File: config.mk
export PLATFORM = sky130hd
export DESIGN_NAME = impact_sram_sequencer
export DESIGN_NICKNAME = d
export VERILOG_FILES = /design/src/rtl/impact_sram_sequencer.sv
export SDC_FILE = /design/constraint.sdc
export NUM_CORES = 1
export LEC_CHECK = 0
export BUFFER_PORTS_ARGS = -buffer_cell sky130_fd_sc_hd__buf_2
export CAP_MARGIN = 20
export CORE_UTILIZATION = 45
export DETAILED_ROUTE_END_ITERATION = 8
export PLACE_DENSITY = 0.81
export SKIP_LAST_GASP = 1
export SYNTH_ARGS = -nofsm -noshare
export SYNTH_HDL_FRONTEND = slang
export SYNTH_SLANG_ARGS = --single-unit
File: constraint.sdc
create_clock -name wb_clk_i -period 2.1 [get_ports wb_clk_i]
set_clock_uncertainty 0.1 [all_clocks]
set_input_delay 0.105 -clock wb_clk_i [delete_from_list [all_inputs] [get_ports wb_clk_i]]
set_output_delay 0.105 -clock wb_clk_i [all_outputs]
set_load 0.01 [all_outputs]
File: src/rtl/impact_sram_sequencer.sv
// rtl/impact_sram_sequencer.sv - single-word access sequencer for the 32x32 IMPACT SRAM bank
//
// Runs each accepted request through PRECH -> ACCESS -> RECOV -> IDLE.
// Array drive outputs are decoded from the state, so break-before-make
// follows from the state order. Read data and sense error are registered
// at the last ACCESS edge.
//
// Ports:
//   wb_clk_i, wb_rst_i       clock, synchronous active-high reset
//   ctl_en                   enable; gates req_ready
//   cfg_tpre, cfg_twl        phase lengths in cycles (0 acts as 1), sampled at accept
//   req_*                    valid/ready request channel (we, addr, wdata)
//   rsp_valid/rdata/err      completion pulse, held read data, sense error
//   busy                     high in any non-IDLE state
//   wl, bl_out, blb_out, bl_oe   array pad drive
//   bl_in, blb_in            sensed bitline pairs
module impact_sram_sequencer #(
  parameter int NWL   = 32,
  parameter int NBL   = 32,
  parameter int CNT_W = 4
) (
  input  logic             wb_clk_i,
  input  logic             wb_rst_i,
  input  logic             ctl_en,
  input  logic [CNT_W-1:0] cfg_tpre,
  input  logic [CNT_W-1:0] cfg_twl,
  input  logic             req_valid,
  output logic             req_ready,
  input  logic             req_we,
  input  logic [4:0]       req_addr,
  input  logic [NBL-1:0]   req_wdata,
  output logic             rsp_valid,
  output logic [NBL-1:0]   rsp_rdata,
  output logic             rsp_err,
  output logic             busy,
  output logic [NWL-1:0]   wl,
  output logic [NBL-1:0]   bl_out,
  output logic [NBL-1:0]   blb_out,
  output logic             bl_oe,
  input  logic [NBL-1:0]   bl_in,
  input  logic [NBL-1:0]   blb_in
);

  localparam logic [1:0] S_IDLE   = 2'd0;
  localparam logic [1:0] S_PRECH  = 2'd1;
  localparam logic [1:0] S_ACCESS = 2'd2;
  localparam logic [1:0] S_RECOV  = 2'd3;

  localparam logic [CNT_W-1:0] CNT_ONE  = CNT_W'(1);
  localparam logic [CNT_W-1:0] CNT_ZERO = CNT_W'(0);

  logic [1:0]       state;
  logic [CNT_W-1:0] cnt;
  logic [CNT_W-1:0] tw_q;
  logic             we_q;
  logic [4:0]       addr_q;
  logic [NBL-1:0]   wdata_q;

  logic             accept;
  logic [CNT_W-1:0] tp_eff;
  logic [CNT_W-1:0] tw_eff;

  assign req_ready = (state == S_IDLE) & ctl_en;
  assign accept    = req_valid & req_ready;
  assign tp_eff    = (cfg_tpre == CNT_ZERO) ? CNT_ONE : cfg_tpre;
  assign tw_eff    = (cfg_twl  == CNT_ZERO) ? CNT_ONE : cfg_twl;

  // cnt holds the cycles remaining in the current phase minus one, so the
  // phase ends on the cycle where it reads zero.
  always_ff @(posedge wb_clk_i) begin
    if (wb_rst_i) begin
      state     <= S_IDLE;
      cnt       <= CNT_ZERO;
      tw_q      <= CNT_ZERO;
      we_q      <= 1'b0;
      addr_q    <= 5'd0;
      wdata_q   <= '0;
      rsp_rdata <= '0;
      rsp_err   <= 1'b0;
    end else begin
      case (state)
        S_IDLE: begin
          if (accept) begin
            we_q    <= req_we;
            addr_q  <= req_addr;
            wdata_q <= req_wdata;
            tw_q    <= tw_eff;
            cnt     <= tp_eff - CNT_ONE;
            state   <= S_PRECH;
          end
        end
        S_PRECH: begin
          if (cnt == CNT_ZERO) begin
            cnt   <= tw_q - CNT_ONE;
            state <= S_ACCESS;
          end else begin
            cnt <= cnt - CNT_ONE;
          end
        end
        S_ACCESS: begin
          if (cnt == CNT_ZERO) begin
            state <= S_RECOV;
            if (we_q) begin
              rsp_err <= 1'b0;
            end else begin
              rsp_rdata <= bl_in & ~blb_in;
              // a healthy pair is always differential; equal levels mean a failed sense
              rsp_err   <= |(~(bl_in ^ blb_in));
            end
          end else begin
            cnt <= cnt - CNT_ONE;
          end
        end
        S_RECOV: state <= S_IDLE;
        default: state <= S_IDLE;
      endcase
    end
  end

  always_comb begin
    wl        = '0;
    bl_out    = '0;
    blb_out   = '0;
    bl_oe     = 1'b0;
    rsp_valid = 1'b0;
    busy      = 1'b0;
    case (state)
      S_PRECH: begin
        busy    = 1'b1;
        bl_oe   = 1'b1;
        bl_out  = '1;
        blb_out = '1;
      end
      S_ACCESS: begin
        busy = 1'b1;
        wl   = {{(NWL-1){1'b0}}, 1'b1} << addr_q;
        if (we_q) begin
          bl_oe   = 1'b1;
          bl_out  = wdata_q;
          blb_out = ~wdata_q;
        end
      end
      S_RECOV: begin
        busy      = 1'b1;
        rsp_valid = 1'b1;
      end
      default: ;
    endcase
  end

endmodule

==> Word level (Yosys, flattened, before mapping) <==
Index checks and enable logic that the tools add are counted.
W data, S select, Z words.
{ "classes": {"shifts": 1, "n_bitwise": 8, "muxes": 20, "n_addsub": 3, "reduce_logical": 12, "eq_ne": 7} }
{ "op_table": {"columns": ["operator", "n"], "rows": [
  ["$pmux W32 S2", 2],
  ["$mux W32", 3],
  ["$not A32 Y32", 3],
  ["$and A32 B32 Y32", 1],
  ["$reduce_or A32 Y1", 1],
  ["$shl A1 B5 Y32 const A", 1],
  ["$xor A32 B32 Y32", 1],
  ["$mux W4", 5],
  ["$logic_not A4 Y1", 3],
  ["$pmux W4 S3", 1],
  ["$sub A4 B1 Y4 const B", 3],
  ["$reduce_and A3 Y1", 3],
  ["$ne A2 B2 Y1 const B", 4],
  ["$pmux W2 S4", 1],
  ["$mux W2", 3],
  ["$eq A2 B2 Y1 const B", 2],
  ["$mux W1", 4],
  ["$reduce_and A2 Y1", 2],
  ["$reduce_bool A3 Y1", 1],
  ["$reduce_or A3 Y1", 1],
  ["$and A1 B1 Y1", 2],
  ["$eq A2 B1 Y1 const B", 1],
  ["$logic_not A2 Y1", 1],
  ["$pmux W1 S2", 1],
  ["$not A1 Y1", 1]
]} }
{ "word_totals": {"reg_bits": 81, "in_bits": 114, "out_inout_bits": 133, "wordCells": 59} }

==> Longest topological paths before layout <==
{ "depth": {"ltp_word": 5, "ltp_mapped": 9} }

==> Worst setup path after synthesis <==
Ideal clock, no wire load.
{ "synth_path": {"kind": "register -> output", "from": "register state[0]", "to": "output port bl_out[0]", "n_path_buf": 3, "arrival_time_ns": 1.657, "setup_slack_ns": 0.238, "stages_incl_launch_ff": 10, "cell_sequence": "dfxtp_1 > inv_1 > ha_1 > buf_2 > nand2_1 > nand2_1 > nand2_1 > clkbuf_1 > buf_1 > nor2_1"} }
{ "synth_between": {"elab_chain_len": 2, "word_cells_on_any_way": 3, "cone_classes": "eq/ne (2); mux (1)"} }
{ "synth_lines": {"columns": ["item", "line", "source"], "rows": [
  ["start, declared", "52", "logic [1:0] state;"],
  ["start signal, assigned", "72", "state <= S_IDLE;"],
  ["start signal, assigned", "89", "state <= S_PRECH;"],
  ["start signal, assigned", "95", "state <= S_ACCESS;"],
  ["$eq A2 B2 Y1 or $eq A2 B1 Y1 (tied branches)", "127", "case (state)"],
  ["$pmux W32 S2 *", "127", null],
  ["end, declared", "37", "output logic [NBL-1:0] bl_out,"]
]} }
Every way passes the cells marked *; elsewhere a longest branch is shown, timed or not.

==> Final worst setup path <==
{ "layout_path": {"from": "register state[0]", "to": "output port wl[3]"} }
{ "layout_between": {"elab_chain_len": 2} }
{ "layout_lines": {"columns": ["item", "line", "source"], "rows": [
  ["$eq A2 B2 Y1", "127", null],
  ["$mux W32", "127", null],
  ["end, declared", "36", "output logic [NWL-1:0] wl,"]
]} }
No other way between the ends.

==> results.json <==
{
  "row_count": 36,
  "async_flop_share_pct": 0,
  "peakVddDrop_mv": 0.495,
  "fmax_mhz": 490,
  "grt_pass1_vias": 4630,
  "slew_headroom_pct": 60.9,
  "r2r-end": "rsp_rdata[7]$_SDFFE_PP0P_",
  "ys_ff_latch": 81,
  "gp_congestion": 0.881,
  "viasPerCell": 5.09,
  "synth_warnings": 0,
  "avgRoutedWirePerCell_um": 13.8,
  "ant_nets": 0,
  "yosysTopAreaCell": "dfxtp_1",
  "drv_cap": 0,
  "rr_worst_depth": 7,
  "drive_above_1_share_pct": 33.8,
  "r2r_setup_slack_ps": 120,
  "synth_edf_count": 0,
  "clkTransAtPathRegs_ps": 80,
  "holdPathStages": 3,
  "finalHoldViolCount": 0,
  "cts_tree": "done",
  "final_common_cell": "buf_2",
  "clock_latency_ps": 350,
  "worstHoldPathType": "input pin to register",
  "whs_ps": 24.7,
  "rr_startpoint": "state[0]$_SDFFE_PP0P_",
  "critPathMaxStageDelay_ps": 370,
  "wl_mm": 14.6,
  "most-common-layout-cells": "buf_2, nand2_1, a21oi_1",
  "grt_use_total_pct": 26.2,
  "place_hpwl_mm": 10.1,
  "tightestPinTransition_ps": 587,
  "crit_type": "register to output pin",
  "antenna_found_initial": 0,
  "nFillCells": 804,
  "die_y_um": 102,
  "die-area_um2": 10400,
  "post-route-util_pct": 68.7,
  "crit_arrival_ps": 1830,
  "cts-root-buf": "clkbuf_8",
  "synth_cell_types": 39,
  "num_vias": 5404,
  "synth_top_area_share_pct": 36.1,
  "power_density_nw_per_um2": 900,
  "netlist_instances": 644,
  "hold_path_end": "tw_q[0]$_SDFFE_PP0P_",
  "drc_errors": 0,
  "status": "finished clean",
  "fin_ws_ps": 60.3,
  "overflow": 0,
  "final_nets": 1079,
  "yosys_most_used_dff": "dfxtp_1",
  "critPathSlowestCell": "dfxtp_4",
  "grt_pass1_wl_mm": 21.3,
  "fp.dieW_um": 102,
  "cp.required_ps": 1890,
  "clockBufferDepth": 2,
  "crit_chain": "inv_4 -> ha_4 -> buf_6 -> clkinvlp_4 -> nor2_4 -> nand3_4 -> nor3_2 -> buf_2",
  "crit_path_end_kind": "output pin",
  "htreeDepth": 3,
  "avgSynthCellArea_um2": 6.98,
  "ioPinCount": 247,
  "grt_max_degree": 48,
  "min_from": "cfg_twl[0]",
  "first_pass_iters": 5,
  "yosysSeqAreaShare_pct": 36.1,
  "drv_slew": 0,
  "core_um2": 9730,
  "cts_made_buffers": 9,
  "synthToLayoutAreaGrowth_pct": 48.6,
  "fin_crit_ps": 2040,
  "crit_fanout": 6,
  "p_leak_nw": 3.32,
  "numPortBuffers": 246,
  "clock-sinks": 81,
  "start_util_pct": 46.2,
  "synth_area_leaders": "dfxtp_1, nand2_1, a21oi_1",
  "rsz0062_at_grt": "true",
  "critPathLaunchType": "register",
  "syn_nets": 799,
  "finalSetupViolations": 0,
  "place_ws_ps": 98.2,
  "finalCritPeriodShare_pct": 97.1,
  "syn_area_um2": 4500,
  "drt_iter0_drc": 253
}
[final cells by class]
cell class              count  area, µm²  share of cell area [%]
flip-flops and latches     81       1630                    24.3
diodes                      1       2.50                  0.0375
well taps                 133        166                    2.49
clock buffers              12        145                    2.17
inverters                  45        179                    2.68
clock inverters             3       17.5                   0.262
repair buffers            312       1890                    28.3
multi-input cells         475       2650                    39.7
[power by group]
group	total, mW	switching (mW)	internal [mW]
Clock	0.991	0.539	0.452
Combinational	3.08	1.77	1.31
Sequential	1.94	0.213	1.73
[cells by family after synthesis]
family / count (synthesis) / synth area share [%]
buffers and inverters: 88 / 7.63
flip-flops: 81 / 36.1
AND/OR/NAND/NOR: 297 / 27.4
XOR/XNOR: 3 / 0.585
AO/OA/AOI/OAI: 132 / 16.4
multiplexers: 2 / 0.445
adder cells (fa/ha/maj): 41 / 11.4
[flip-flops by register name, summed over array words and instances (netlist names)]
name,flops
addr_q,5
cnt,4
rsp_err,1
rsp_rdata,32
state,2
tw_q,4
wdata_q,32
we_q,1
[per-layer routing]
layer  vias to the layer above  part of all wire [%]  GRT usage (%)
li1                       2671                     -              -
met1                      2445                    41           29.8
met2                       260                    50           48.9
met3                        28                   7.5           4.58
met4                         0                   2.0           9.78
met5                         -                     0              0
[metrics by stage]
step | total power [mW] | cells | cell area (µm²) | setup TNS, ps
2_1_floorplan | 3.65 | 644 | 4500 | 0
3_3_place_gp | 4.54 | 997 | 5880 | 0
3_5_place_dp | 4.57 | 997 | 5880 | 0
4_1_cts | 5.69 | 1054 | 6510 | -26.3
5_1_grt | 6.40 | 1061 | 6680 | -36.8
6_report | 6.01 | 1062 | 6680 | 0
[synth_stat cells, types with 2 or more instances]
cell      number
xor2_1         3
nor4_1         8
and2_1         2
nand2_1      157
a211oi_1       2
nand3_1        5
nor2b_1        2
o32ai_1        3
o311a_1        2
a311oi_1       3
nand2b_1       4
nand4_1        3
mux2i_1        2
dfxtp_1       81
nor2_1        97
nor3_1        12
ha_1          41
inv_1         44
buf_2         10
a21oi_1      110
o21ai_0        4
buf_1          4
clkbuf_1      29
[critical path: cells and delay by family, from the launching register on]
kind          cells  cell delay [ps]
buf+inv           4              440
flops             1              370
fa+ha+maj         1              170
simple gates      3              510
[worst max path at each step]
| stage | startpoint | endpoint | slack (ps) |
|---|---|---|---|
| finish | state[0]$_SDFFE_PP0P_ | wl[3] | 60 |
| global placement | state[0]$_SDFFE_PP0P_ | rsp_rdata[10]$_SDFFE_PP0P_ | 180 |
| detailed placement | state[0]$_SDFFE_PP0P_ | rsp_rdata[7]$_SDFFE_PP0P_ | 100 |
| floorplan | state[0]$_SDFFE_PP0P_ | bl_out[0] | 240 |
| CTS | state[0]$_SDFFE_PP0P_ | blb_out[13] | -30 |
| global route | state[0]$_SDFFE_PP0P_ | wl[3] | -40 |
[repair_timing]
action	4_1_cts	5_1_grt
gates resized for setup	12	22
endpoints found under the setup margin	75	72
setup buffers	0	6
pin swaps	0	2
endpoints found under the hold margin	44	0
cloned	0	1
hold buffers	42	0
Note: power is estimated with default switching activity, not from simulation.
